### src/rtl/mdu_pkg.sv
// mdu_pkg: shared definitions for the iterative multiply/divide unit.
//   - operation encodings (bit0 = unsigned, bit1 = div/sub, bit2 = accumulate)
//   - FSM state enum
//   - divide-by-zero result constant and iteration counter width helper
package mdu_pkg;

  typedef enum logic [2:0] {
    OP_MULT  = 3'b000,
    OP_MULTU = 3'b001,
    OP_DIV   = 3'b010,
    OP_DIVU  = 3'b011,
    OP_MADD  = 3'b100,
    OP_MADDU = 3'b101,
    OP_MSUB  = 3'b110,
    OP_MSUBU = 3'b111
  } mdu_op_e;

  typedef enum logic [1:0] {
    IDLE = 2'b00,
    CALC = 2'b01,
    FIX  = 2'b10,
    DONE = 2'b11
  } mdu_state_e;

  localparam int MdzResult = 0;

  // Iteration counter width for a given operand width.
  function automatic int cnt_width(input int width);
    return (width > 1) ? $clog2(width) : 1;
  endfunction

  // Division is the only non-accumulating op with bit1 set.
  function automatic logic op_is_div(input logic [2:0] op);
    return !op[2] && op[1];
  endfunction

  function automatic logic op_is_signed(input logic [2:0] op);
    return !op[0];
  endfunction

endpackage

### src/rtl/mdu_step.sv
// mdu_step: combinational single-iteration datapath.
//   div_i   : 1 = restoring shift-subtract step, 0 = radix-2 shift-add step
//   work_i  : 2*WIDTH working register
//             MUL: {partial product high, remaining multiplier bits}
//             DIV: {partial remainder, dividend bits / quotient bits}
//   opnd_i  : multiplicand (MUL) or divisor (DIV), magnitude only
//   work_o  : working register after one iteration
module mdu_step
  import mdu_pkg::*;
#(
  parameter int WIDTH = 32
) (
  input  logic               div_i,
  input  logic [2*WIDTH-1:0] work_i,
  input  logic [WIDTH-1:0]   opnd_i,
  output logic [2*WIDTH-1:0] work_o
);

  logic [WIDTH:0] sum;
  logic [WIDTH:0] rem_sh;
  logic [WIDTH:0] diff;
  logic           qbit;

  always_comb begin
    // Multiply: add the multiplicand when the current multiplier LSB is set,
    // then shift the whole register right, pulling the carry into the top.
    sum    = {1'b0, work_i[2*WIDTH-1:WIDTH]} + (work_i[0] ? {1'b0, opnd_i} : '0);
    // Divide: shift left one, trial-subtract the divisor from the upper half.
    rem_sh = work_i[2*WIDTH-1:WIDTH-1];
    diff   = rem_sh - {1'b0, opnd_i};
    qbit   = (rem_sh >= {1'b0, opnd_i});
    if (div_i) begin
      // The kept remainder is always below the divisor, so WIDTH bits suffice.
      work_o = {(qbit ? diff[WIDTH-1:0] : rem_sh[WIDTH-1:0]), work_i[WIDTH-2:0], qbit};
    end else begin
      work_o = {sum, work_i[WIDTH-1:1]};
    end
  end

endmodule

### src/rtl/mdu_iter.sv
// mdu_iter: iterative multiply/divide/accumulate unit for the EX stage.
//   clk, Rst_n   : clock, synchronous active-low reset
//   start_i      : request, held high until ready_o is seen
//   op_i         : mdu_pkg operation code
//   opdata1_i    : multiplicand / dividend
//   opdata2_i    : multiplier / divisor
//   acc_i        : {HI, LO} accumulator input for MADD/MSUB
//   annul_i      : flush, cancels any operation in flight
//   result_o     : {HI, LO} product/accumulation or {remainder, quotient}
//   ready_o      : result_o valid
//   busy_o       : iterating or applying the sign fix
//   div_zero_o   : last division had a zero divisor (valid with ready_o)
// Latency is WIDTH+2 edges from the start edge to ready_o; a zero divisor
// short-circuits to DONE and reports ready after one edge.
module mdu_iter
  import mdu_pkg::*;
#(
  parameter int WIDTH = 32
) (
  input  logic               clk,
  input  logic               Rst_n,
  input  logic               start_i,
  input  logic [2:0]         op_i,
  input  logic [WIDTH-1:0]   opdata1_i,
  input  logic [WIDTH-1:0]   opdata2_i,
  input  logic [2*WIDTH-1:0] acc_i,
  input  logic               annul_i,
  output logic [2*WIDTH-1:0] result_o,
  output logic               ready_o,
  output logic               busy_o,
  output logic               div_zero_o
);

  localparam int               CNT_W    = cnt_width(WIDTH);
  localparam int               RES_W    = 2 * WIDTH;
  localparam logic [CNT_W-1:0] CNT_LAST = CNT_W'(WIDTH - 1);

  mdu_state_e         state_q, state_d;
  logic [CNT_W-1:0]   cnt_q, cnt_d;
  logic [2:0]         op_q, op_d;
  logic [RES_W-1:0]   acc_q, acc_d;
  logic [RES_W-1:0]   work_q, work_d;
  logic [WIDTH-1:0]   opnd_q, opnd_d;
  logic               neg_a_q, neg_a_d;
  logic               neg_b_q, neg_b_d;
  logic [RES_W-1:0]   result_q, result_d;
  logic               ready_q, ready_d;
  logic               busy_q, busy_d;
  logic               dz_q, dz_d;

  logic [RES_W-1:0]   step_out;
  logic [RES_W-1:0]   fix_res;
  logic [RES_W-1:0]   prod_s;
  logic [WIDTH-1:0]   quo_s;
  logic [WIDTH-1:0]   rem_s;

  mdu_step #(.WIDTH(WIDTH)) u_step (
    .div_i  (op_is_div(op_q)),
    .work_i (work_q),
    .opnd_i (opnd_q),
    .work_o (step_out)
  );

  // Sign correction and accumulation applied to the unsigned magnitudes.
  always_comb begin
    prod_s = (neg_a_q ^ neg_b_q) ? -work_q : work_q;
    quo_s  = (neg_a_q ^ neg_b_q) ? -work_q[WIDTH-1:0] : work_q[WIDTH-1:0];
    // Remainder follows the dividend's sign.
    rem_s  = neg_a_q ? -work_q[RES_W-1:WIDTH] : work_q[RES_W-1:WIDTH];
    if (op_q[2]) begin
      fix_res = op_q[1] ? (acc_q - prod_s) : (acc_q + prod_s);
    end else if (op_q[1]) begin
      fix_res = {rem_s, quo_s};
    end else begin
      fix_res = prod_s;
    end
  end

  always_comb begin
    state_d  = state_q;
    cnt_d    = cnt_q;
    op_d     = op_q;
    acc_d    = acc_q;
    work_d   = work_q;
    opnd_d   = opnd_q;
    neg_a_d  = neg_a_q;
    neg_b_d  = neg_b_q;
    result_d = result_q;
    dz_d     = dz_q;

    unique case (state_q)
      IDLE: begin
        if (start_i) begin
          op_d    = op_i;
          acc_d   = acc_i;
          neg_a_d = op_is_signed(op_i) && opdata1_i[WIDTH-1];
          neg_b_d = op_is_signed(op_i) && opdata2_i[WIDTH-1];
          // Operand A sits in the low half for both MUL (multiplier bits)
          // and DIV (dividend bits); operand B is the add/subtract operand.
          work_d  = {{WIDTH{1'b0}}, (neg_a_d ? -opdata1_i : opdata1_i)};
          opnd_d  = neg_b_d ? -opdata2_i : opdata2_i;
          cnt_d   = '0;
          if (op_is_div(op_i) && (opdata2_i == '0)) begin
            state_d  = DONE;
            result_d = RES_W'(MdzResult);
            dz_d     = 1'b1;
          end else begin
            state_d  = CALC;
          end
        end
      end
      CALC: begin
        work_d = step_out;
        if (cnt_q == CNT_LAST) begin
          cnt_d   = '0;
          state_d = FIX;
        end else begin
          cnt_d   = cnt_q + CNT_W'(1);
        end
      end
      FIX: begin
        result_d = fix_res;
        state_d  = DONE;
      end
      DONE: begin
        if (!start_i) begin
          state_d  = IDLE;
          result_d = '0;
          dz_d     = 1'b0;
        end
      end
      default: state_d = IDLE;
    endcase

    if (annul_i) begin
      state_d  = IDLE;
      cnt_d    = '0;
      result_d = '0;
      dz_d     = 1'b0;
    end

    busy_d  = (state_d == CALC) || (state_d == FIX);
    // ready follows one edge after DONE is entered, and only while staying there.
    ready_d = (state_q == DONE) && (state_d == DONE);
  end

  always_ff @(posedge clk) begin
    if (!Rst_n) begin
      state_q  <= IDLE;
      cnt_q    <= '0;
      result_q <= '0;
      ready_q  <= 1'b0;
      busy_q   <= 1'b0;
      dz_q     <= 1'b0;
    end else begin
      state_q  <= state_d;
      cnt_q    <= cnt_d;
      result_q <= result_d;
      ready_q  <= ready_d;
      busy_q   <= busy_d;
      dz_q     <= dz_d;
    end
  end

  always_ff @(posedge clk) begin
    op_q    <= op_d;
    acc_q   <= acc_d;
    work_q  <= work_d;
    opnd_q  <= opnd_d;
    neg_a_q <= neg_a_d;
    neg_b_q <= neg_b_d;
  end

  assign result_o   = result_q;
  assign ready_o    = ready_q;
  assign busy_o     = busy_q;
  assign div_zero_o = dz_q;

endmodule

### config.mk
export PLATFORM = sky130hd
export DESIGN_NAME = mdu_iter
export DESIGN_NICKNAME = d
export VERILOG_FILES = /design/src/rtl/mdu_pkg.sv /design/src/rtl/mdu_step.sv /design/src/rtl/mdu_iter.sv
export SDC_FILE = /design/constraint.sdc
export NUM_CORES = 1
export LEC_CHECK = 0
export BUFFER_PORTS_ARGS = -buffer_cell sky130_fd_sc_hd__buf_2
export CORE_UTILIZATION = 52
export CTS_CLUSTER_DIAMETER = 100
export CTS_CLUSTER_SIZE = 16
export DETAILED_ROUTE_END_ITERATION = 8
export GPL_TIMING_DRIVEN = 0
export PLACE_DENSITY = 0.74
export SYNTH_ARGS = -nofsm -noshare
export SYNTH_HDL_FRONTEND = slang
export SYNTH_SLANG_ARGS = --single-unit
### constraint.sdc
create_clock -name clk -period 9 [get_ports clk]
set_input_delay 0 -clock clk [delete_from_list [all_inputs] [get_ports clk]]
set_output_delay 0 -clock clk [all_outputs]
set_load 0.05 [all_outputs]
==> results of run 1 <==
[how the worst min path moves through the flow]
stage             startpoint          to  slack (ns)  depth (start not counted)
2_1_floorplan       acc_i[0]    acc_q[0]         0.1                          0
3_3_place_gp        acc_i[0]    acc_q[0]        0.18                          1
3_5_place_dp       acc_i[30]   acc_q[30]        0.18                          1
4_1_cts        opdata1_i[15]  work_q[15]       0.003                          4
5_1_grt        opdata1_i[15]  work_q[15]        0.05                          4
6_report        opdata1_i[1]   work_q[1]        0.04                          5
[worst register-to-register path: stages (launching register included)]
cell and delay, ns:
edfxtp_1 0.46, buf_6 0.19, inv_1 0.33, clkbuf_2 0.40, ha_1 0.20, clkbuf_1 0.27, nor2b_1 0.27, o21ai_0 0.13
a2111oi_0 1.13, nand2_1 0.18, nor4_1 0.47, a21oi_1 0.16, xor2_1 0.31, ha_1 0.38, a21oi_1 0.33, o21ai_0 0.14
a221o_1 0.36, a21oi_1 0.14, o21ai_0 0.21, a211oi_1 0.71, o221ai_1 0.40, a41oi_1 0.48, or2_2 0.22, mux2i_1 0.21
o22ai_1 0.10
[cells in the final DEF, fill, tap and decap left out, drive strengths merged, types with 25 or more instances in the layout]
cell type,instances
o21ai,147
or3,25
ha,135
nor4,34
xor2,129
dfxtp,74
nand4,33
a21oi,242
o31ai,34
dlygate4sd3,150
inv,95
nand2b,31
and3,27
clkbuf,168
xnor2,187
nor3,66
buf,241
nor2,303
a31oi,82
edfxtp,164
a21o,61
a211oi,46
a22oi,30
nand3,42
nand2,269
[metrics by stage]
step	utilization (%)	total power [mW]	setup WS [ns]	area [um^2]	hold WS, ns
finish	62.0	4.34	0.652	26000	0.0420
global route	62.0	4.57	0.120	26000	0.0528
CTS	62.0	4.28	0.0682	26000	0.00289
detailed placement	57.1	3.38	0.0194	23900	0.178
global placement	56.8	3.37	0.106	23800	0.177
floorplan	-	2.82	2.50	22200	0.0989
[where the power goes]
part | total [mW] | switching, mW | leakage, nW | internal (mW)
sequential | 1.31 | 0.0653 | 2.22 | 1.24
clock | 0.847 | 0.438 | 0.268 | 0.408
combinational | 2.19 | 1.36 | 8.03 | 0.829
[metal layers]
metal	up-vias	part of all wire (%)	GRT usage, %
li1	10900	-	-
met1	10900	45	51.2
met2	1059	43	56.2
met3	143	8.6	4.38
met4	0	3.3	11.5
met5	-	0	0
[area by class of cell]
class / count / area share [%]
multi-input combinational: 2249 / 56.6
tap: 539 / 2.59
sequential: 238 / 24.6
buffer: 172 / 2.69
clock inverter: 4 / 0.125
clock buffer: 30 / 2.02
timing repair buffer: 357 / 10.0
inverter: 94 / 1.36
[flip-flops by register name, summed over array words and instances (netlist names)]
name / flops
acc_q: 64
busy_o: 1
cnt_q: 5
div_zero_o: 1
neg_a_q: 1
neg_b_q: 1
op_q: 2
opnd_q: 32
ready_o: 1
result_o: 64
state_q: 2
work_q: 64
[cell families (layout without fill, tap and decap cells)]
logic type | Yosys count | in the layout
AOI/OAI and AO/OA | 840 | 840
xor gates and xnor gates | 316 | 316
adders and majority gates | 138 | 138
buffers and inverters | 266 | 657
DFF | 238 | 238
muxes | 16 | 16
and+or+nand+nor | 939 | 939
[what timing repair did]
action / 4_1_cts / 5_1_grt
hold buffers: 150 / 0
gates resized for setup: 1 / 4
endpoints found under the hold margin: 137 / 0
setup endpoints to repair: 2 / 9
==> impl_metrics.json, run 1 <==
{
  "std_cell_rows": 75,
  "initialDrtViolationCount": 2184,
  "hold_viol_final": 0,
  "register_area_mm2": 0.00641,
  "setup_violations_final": 0,
  "synthMuxAreaShare_pct": 0.740,
  "crit_path_end": "result_o[61]",
  "min_period_over_period_pct": 92.8,
  "syn-mean-instance-area_um2": 8.05,
  "cell_type_of_the_slowest_stage_on_the_worst_timing_path": "a2111oi_0",
  "timing.critical_path.required_ns": 9.39,
  "regToRegEndpoint": "result_o[61]",
  "clk_latency_ns": 0.56,
  "post-cts-setup-buffers": 0,
  "drv.max_cap_violation_count": 0,
  "origin_of_the_worst_setup_path": "work_q[0]",
  "synthFlopType": "edfxtp_1",
  "gr-total-overflow": 0,
  "clock-skew-final_ns": 0.0435,
  "initial_standard_cell_utilization_of_the_core_pct": 52.8,
  "clock_transition_at_the_registers_of_the_reported_paths_ns": 0.09,
  "clock_tree.htree_level_count": 1,
  "cts_root_buf": "clkbuf_16",
  "post-synth-top-area-fraction_pct": 22.2,
  "yosysSeqAreaShare_pct": 28.9,
  "post_synthesis_instance_area_mm2": 0.0222,
  "yosys_warnings": 0,
  "grt_pass1_wl_um": 123000,
  "postSynthCellCount": 2753,
  "ff2ff_setup_slack_ns": 0.65,
  "critical_path_arrival_ns": 8.74,
  "io-pin-count": 202,
  "fill_cells": 3781,
  "holdCritPathClass": "input port to register",
  "floorplan.die_area_mm2": 0.0434,
  "layout_min_cycle_time_ns": 8.35,
  "relSlewSlack_pct": 11.6,
  "total_leakage_power_nw": 10.5,
  "ys_seq_elements": 238,
  "yosys-top-cells-count": "nor2_1 (303), nand2_1 (269), a21oi_1 (242), xnor2_1 (187), edfxtp_1 (164)",
  "dr.pass1.iters": 6,
  "synthesized_area_fraction_occupied_by_ao_oa_aoi_and_oai_cells_pct": 24.4,
  "clkSinkCount": 238,
  "viasPerCell": 6.23,
  "antenna_violations_before_repair": 0,
  "crit_fanout": 11,
  "synthXorXnorAreaFrac_pct": 12.5,
  "slew_viol_final": 0,
  "gp_congestion": 0.983,
  "grt_start_max_net_pins": 45,
  "placement.io_buffers": 201,
  "routed-via-count": 23000,
  "post_drt_wl_per_cell_um": 21.7,
  "setup_repair_after_global_routing_missed_its_margin": "false",
  "critical_path_stages": 24,
  "result_of_the_run": "finished clean",
  "coreArea_mm2": 0.0419,
  "layout.cells.non_filler": 3683,
  "critical_path.startpoint_type": "register",
  "vdd_drop_max_mv": 0.135,
  "timing.critical_path.cells": "buf_6, inv_1, clkbuf_2, ha_1, clkbuf_1, nor2b_1, o21ai_0, a2111oi_0, nand2_1, nor4_1, a21oi_1, xor2_1, ha_1, a21oi_1, o21ai_0, a221o_1, a21oi_1, o21ai_0, a211oi_1, o221ai_1, a41oi_1, or2_2, mux2i_1, o22ai_1",
  "post-synth-top-count-cell": "nor2_1",
  "placed_cells_incl_taps": 3499,
  "r2r_start": "work_q[0]",
  "r2r.worst_path.cells": 24,
  "synth_top_area_cell": "edfxtp_1",
  "synth-adder-area-share_pct": 7.89,
  "flow.area_growth_from_synthesis_pct": 17.4,
  "tritoncts_clock_tree": "built",
  "antenna_violating_nets_post_route": 0,
  "critical_path.top_delay_family": "compound AO/OA/AOI/OAI gates",
  "crit_type": "register to register",
  "nets": 3404,
  "syn_nets": 3026,
  "post-route-drc-count": 0,
  "grt_pass1_vias": 21500,
  "fmax_mhz": 120,
  "multi_input_area_mm2": 0.0147,
  "crit_buf_inv": 4,
  "die_w_um": 208,
  "final_layout_size_suffix_gt1_share_pct": 9.64,
  "diodes": 0,
  "slowest_delay_ns": 1.13,
  "setup_total_negative_slack_ns": 0,
  "cell_variety_after_synth": 97,
  "worst_slew_pin_slew_ns": 1.29,
  "global_route.usage.total_pct": 35.9,
  "post_synth_main_area_contributors": "edfxtp_1 (22%), ha_1 (7.6%), xnor2_1 (7.4%)",
  "synth_top_family_by_area": "compound AO/OA/AOI/OAI gates",
  "placed_wire_length_estimate_um": 62800,
  "timing.critical_path.to_type": "register",
  "postRouteWirelength_um": 80100,
  "synth_simple_gate_area_share_pct": 20.7,
  "total_power_divided_by_cell_area_mw_per_mm2": 167,
  "synth_enable_flop_cells": 164,
  "die_h_um": 208,
  "synth-async-reset-ratio_pct": 0,
  "max-clock-path-buffers": 3,
  "cts_made_buffers": 19
}
(Power assumes the default switching activity.)
==> inputs of run 2 (changes only) <==
- clock period: 9 -> 7.4 ns (I/O delays scaled with it)
==> impl_metrics.json, run 2 (synthesis results as in run 1) <==
{
  "initial_standard_cell_utilization_of_the_core_pct": 52.8,
  "multi_input_area_mm2": 0.0149,
  "relSlewSlack_pct": 32.9,
  "total_power_divided_by_cell_area_mw_per_mm2": 203,
  "slew_viol_final": 0,
  "setup_repair_after_global_routing_missed_its_margin": "false",
  "placement.setup.worst_slack_ns": -1.58,
  "pwr-share-clk_pct": 19.3,
  "postRouteWirelength_um": 80400,
  "dpl_cell_area_mm2": 0.0239,
  "number_of_instances_on_the_worst_hold_path": 5,
  "total_leakage_power_nw": 10.6,
  "post-route-drc-count": 0,
  "fill_cells": 3748,
  "gp_congestion": 0.983,
  "gr-total-overflow": 0,
  "max-clock-path-buffers": 3,
  "clkSinkCount": 238,
  "cell_type_of_the_slowest_stage_on_the_worst_timing_path": "edfxtp_1",
  "die_h_um": 208,
  "sequentialPowerShare_pct": 29.9,
  "crit_buf_inv": 7,
  "die_w_um": 208,
  "critical_path_stages": 31,
  "internal_power_mw": 3.05,
  "layout.cells.non_filler": 3685,
  "placed_cells_incl_taps": 3499,
  "cts_root_buf": "clkbuf_16",
  "grt_start_max_net_pins": 45,
  "floorplan.die_area_mm2": 0.0434,
  "clock_tree.htree_level_count": 1,
  "flow.area_growth_from_synthesis_pct": 18.5,
  "leading_cell_type_in_the_layout_fill_and_taps_excluded": "nor2_1",
  "diodes": 0,
  "crit_type": "register to register",
  "clock-skew-final_ns": 0.0420,
  "postLayoutCellArea_mm2": 0.0263,
  "tritoncts_clock_tree": "built",
  "r2r.worst_path.cells": 31,
  "crit_fanout": 11,
  "slowest_delay_ns": 0.46,
  "critical_path_arrival_ns": 7.61,
  "critical_path.startpoint_type": "register",
  "final_layout_size_suffix_gt1_share_pct": 10.7,
  "register_area_mm2": 0.00641,
  "antenna_violating_nets_post_route": 0,
  "cts_made_buffers": 19,
  "routed-via-count": 23000,
  "most-common-layout-cells": "nor2_1 (301), nand2_1 (269), a21oi_1 (241), buf_2 (220), xnor2_1 (182)",
  "swShare_pct": 43.0,
  "grt_pass1_vias": 21500,
  "clock_transition_at_the_registers_of_the_reported_paths_ns": 0.09,
  "timing.critical_path.required_ns": 7.88,
  "timing.critical_path.to_type": "register",
  "dr.pass1.iters": 6,
  "worst_slew_pin_slew_ns": 0.997,
  "result_of_the_run": "finished clean",
  "clk_latency_ns": 0.56,
  "placed_wire_length_estimate_um": 62800,
  "hold_viol_final": 0,
  "critical_path.top_delay_family": "simple AND/OR/NAND/NOR gates",
  "holdCritPathClass": "input port to register",
  "placement.io_buffers": 201,
  "coreArea_mm2": 0.0419,
  "initialDrtViolationCount": 2216,
  "vdd_drop_max_mv": 0.166,
  "io-pin-count": 202,
  "layout_min_cycle_time_ns": 7.13,
  "min_period_over_period_pct": 96.4,
  "switching_power_mw": 2.30,
  "slack_of_the_critical_path_ns": 0.268,
  "fmax_mhz": 140,
  "viasPerCell": 6.25,
  "drv.max_cap_violation_count": 0,
  "global_route.usage.total_pct": 36.0,
  "share_comb_of_total_power_pct": 50.8,
  "nets": 3406,
  "grt_pass1_wl_um": 123000,
  "std_cell_rows": 75,
  "post_drt_wl_per_cell_um": 21.8,
  "antenna_violations_before_repair": 0,
  "setup_violations_final": 0,
  "design_power_total_mw": 5.34
}
-- run 2: changes by cell type in the layout (fill, tap and decap cells not counted), sizes merged --
cell,delta
buf,+7
clkbuf,-5
inv,-1
clkinvlp,+1
-- run 2: what timing repair did --
action                                  CTS  global route
hold buffers                            150             0
setup buffers                             1             5
pin swaps                                 2             4
gates resized for setup                  22            26
endpoints found under the setup margin   34            16
hold endpoints to repair                137             0
-- run 2: layout make-up --
class,instances,area share (%)
Multi-Input combinational cell,2249,56.8
Sequential cell,238,24.4
Timing Repair Buffer,363,10.1
Buffer,168,2.64
Tap cell,539,2.57
Clock buffer,30,2.01
Inverter,94,1.36
Clock inverter,4,0.124
-- run 2: metal layers --
layer	vias up	wire, um	track usage, %
met5	-	0	0
met4	0	2760	11.7
met3	153	6730	4.57
met2	1089	35000	56.4
met1	10900	35900	51.1
li1	10900	-	-
-- run 2: power by group through the flow --
stage               clock, mW  combinational (mW)  sequential [mW]
finish                   1.03                2.72             1.59
floorplan                   0                1.85             1.59
global placement            0                2.47             1.63
CTS                      1.04                2.60             1.59
global route             1.07                2.94             1.60
detailed placement          0                2.50             1.62
-- run 2: tightest hold or removal path: cells and delay by family --
family | cells | cell delay [ns]
buf+inv | 2 | 0.19
simple gates | 1 | 0.09
xor+xnor | 1 | 0.07
compound gates | 1 | 0.05
-- run 2: worst paths after layout --
| kind | start | slack, ns | end |
|---|---|---|---|
| max | work_q[0] | 0.27 | result_o[63] |
| min | opdata1_i[17] | 0.04 | work_q[17] |
| max reg2reg | work_q[0] | 0.27 | result_o[63] |
| min reg2reg | cnt_q[3] | 0.48 | cnt_q[3] |
-- run 2: per-stage QoR --
stage | TNS (ns) | utilization, % | hold WS (ns)
after detailed placement | -20.08 | 57.1 | 0.178
final | 0 | 62.6 | 0.0411
after global routing | 0 | 62.6 | 0.0528
after CTS | 0 | 62.2 | 0.00289
after floorplan | 0 | - | 0.0989
after global placement | -71.36 | 56.8 | 0.177
==> inputs of run 3 (changes only) <==
- BUFFER_PORTS_ARGS: -buffer_cell sky130_fd_sc_hd__buf_2 -> default
- DONT_BUFFER_PORTS: default -> 1
- PLACE_DENSITY: 0.74 -> 0.7
==> impl_metrics.json, run 3 (synthesis results as in run 1) <==
{
  "result_of_the_run": "finished clean",
  "holdCritPathClass": "input port to register",
  "gp_congestion": 1.00,
  "std_cell_rows": 75,
  "grt_pass1_wl_um": 121000,
  "clock-skew-final_ns": 0.0268,
  "routed-via-count": 22200,
  "grt_start_max_net_pins": 45,
  "drv.max_cap_violation_count": 0,
  "slowest_delay_ns": 0.46,
  "post_drt_wl_per_cell_um": 22.8,
  "diodes": 0,
  "postRouteWirelength_um": 79700,
  "clock_tree.htree_level_count": 1,
  "global_route.usage.total_pct": 35.6,
  "dr.pass1.iters": 6,
  "coreArea_mm2": 0.0419,
  "critical_path.startpoint_type": "register",
  "antenna_violating_nets_post_route": 0,
  "vdd_drop_max_mv": 0.194,
  "total_power_divided_by_cell_area_mw_per_mm2": 211,
  "initialDrtViolationCount": 2268,
  "tritoncts_clock_tree": "built",
  "fill_cells": 3794,
  "clock_transition_at_the_registers_of_the_reported_paths_ns": 0.08,
  "placed_wire_length_estimate_um": 61900,
  "fmax_mhz": 140,
  "slew_viol_final": 0,
  "initial_standard_cell_utilization_of_the_core_pct": 52.8,
  "clk_latency_ns": 0.54,
  "nets": 3216,
  "cts_root_buf": "clkbuf_16",
  "leading_cell_type_in_the_layout_fill_and_taps_excluded": "nor2_1",
  "die_h_um": 208,
  "placement.io_buffers": 0,
  "gr-total-overflow": 0,
  "cell_type_of_the_slowest_stage_on_the_worst_timing_path": "or4bb_1",
  "crit_type": "register to register",
  "flow.area_growth_from_synthesis_pct": 14.8,
  "worst_slew_pin_slew_ns": 0.993,
  "max-clock-path-buffers": 3,
  "most-common-layout-cells": "nor2_1 (301), nand2_1 (269), a21oi_1 (241), xnor2_1 (181), edfxtp_1 (164)",
  "critical_path_s_most_frequent_cell": "nor2_1",
  "die_w_um": 208,
  "grt_pass1_vias": 20800,
  "crit_fanout": 11,
  "io-pin-count": 202,
  "viasPerCell": 6.35,
  "min_period_over_period_pct": 96.7,
  "post-route-drc-count": 0,
  "layout_min_cycle_time_ns": 7.16,
  "setup_total_negative_slack_ns": 0,
  "design_power_total_mw": 5.37,
  "timing.critical_path.required_ns": 7.89,
  "hold_viol_final": 0,
  "clkSinkCount": 238,
  "relSlewSlack_pct": 33.2,
  "antenna_violations_before_repair": 0,
  "critical_path.top_delay_family": "simple AND/OR/NAND/NOR gates",
  "timing.critical_path.to_type": "register",
  "floorplan.die_area_mm2": 0.0434,
  "setup_violations_final": 0,
  "cts_made_buffers": 19,
  "crit_buf_inv": 3,
  "total_leakage_power_nw": 9.77,
  "final_layout_size_suffix_gt1_share_pct": 4.74,
  "critical_path_arrival_ns": 7.64
}
run 3: cell types whose count changed in the layout (fill, tap and decap cells not counted), moves of 3 or more:
cell	before	now
dlygate4sd3_1	150	160
buf_2	220	17
bufinv_16	0	3
ha_1	134	131
buf_4	8	11
run 3: layout make-up:
| cell class | count | area, um^2 | share of cell area (%) |
|---|---|---|---|
| multi-input cells | 2249 | 14900 | 58.7 |
| flip-flops and latches | 238 | 6410 | 25.2 |
| repair buffers | 174 | 1760 | 6.91 |
| plain buffers | 167 | 687 | 2.70 |
| well taps | 539 | 674 | 2.65 |
| clock buffers | 29 | 513 | 2.02 |
| inverters | 94 | 357 | 1.40 |
| clock inverters | 4 | 97.6 | 0.384 |
run 3: path summary, 6_finish.rpt:
check | startpoint | end | slack (ns) | cells past startpoint
worst min-delay path | opdata2_i[12] | opnd_q[14] | 0.02 | 3
worst min register to register | cnt_q[3] | cnt_q[3] | 0.50 | 1
worst max register to register | work_q[0] | result_o[63] | 0.24 | 25
worst max-delay path | work_q[0] | result_o[63] | 0.24 | 25
run 3: per-stage QoR:
step | hold WS, ns | instance area, um^2 | worst slack (ns) | std cells | util [%]
6_report | 0.0204 | 25400 | 0.245 | 3494 | 60.6
5_1_grt | 0.0401 | 25400 | -0.0554 | 3494 | 60.6
4_1_cts | 0.00200 | 25200 | 0.0159 | 3490 | 60.2
3_5_place_dp | 0.0989 | 22900 | -1.51 | 3298 | 54.7
3_3_place_gp | 0.0989 | 22800 | -1.42 | 3292 | 54.4
2_1_floorplan | 0.0989 | 22200 | 0.902 | 2753 | -
run 3: report_power, final:
part | internal, mW | switching (mW)
Sequential | 1.51 | 0.0831
Clock | 0.586 | 0.519
Combinational | 1.02 | 1.65
Total | 3.12 | 2.25
run 3: metal layers:
layer	wire length, um	GRT usage (%)	vias up
li1	-	-	10500
met1	35100	50.5	10500
met2	34800	56.0	1061
met3	6900	4.14	132
met4	2880	12.0	0
met5	0	0	-
run 3: repair_timing:
action / in CTS / in global routing
pin swaps: 0 / 6
hold buffers: 160 / 0
endpoints found under the setup margin: 31 / 22
endpoints found under the hold margin: 182 / 0
gates cloned: 0 / 0
setup buffers: 0 / 8
gates resized for setup: 19 / 27
run 3: tightest hold or removal path, cell delays in order:
cell      delay (ns)
nand3b_1        0.18
o21ai_0         0.12
xnor2_1         0.13
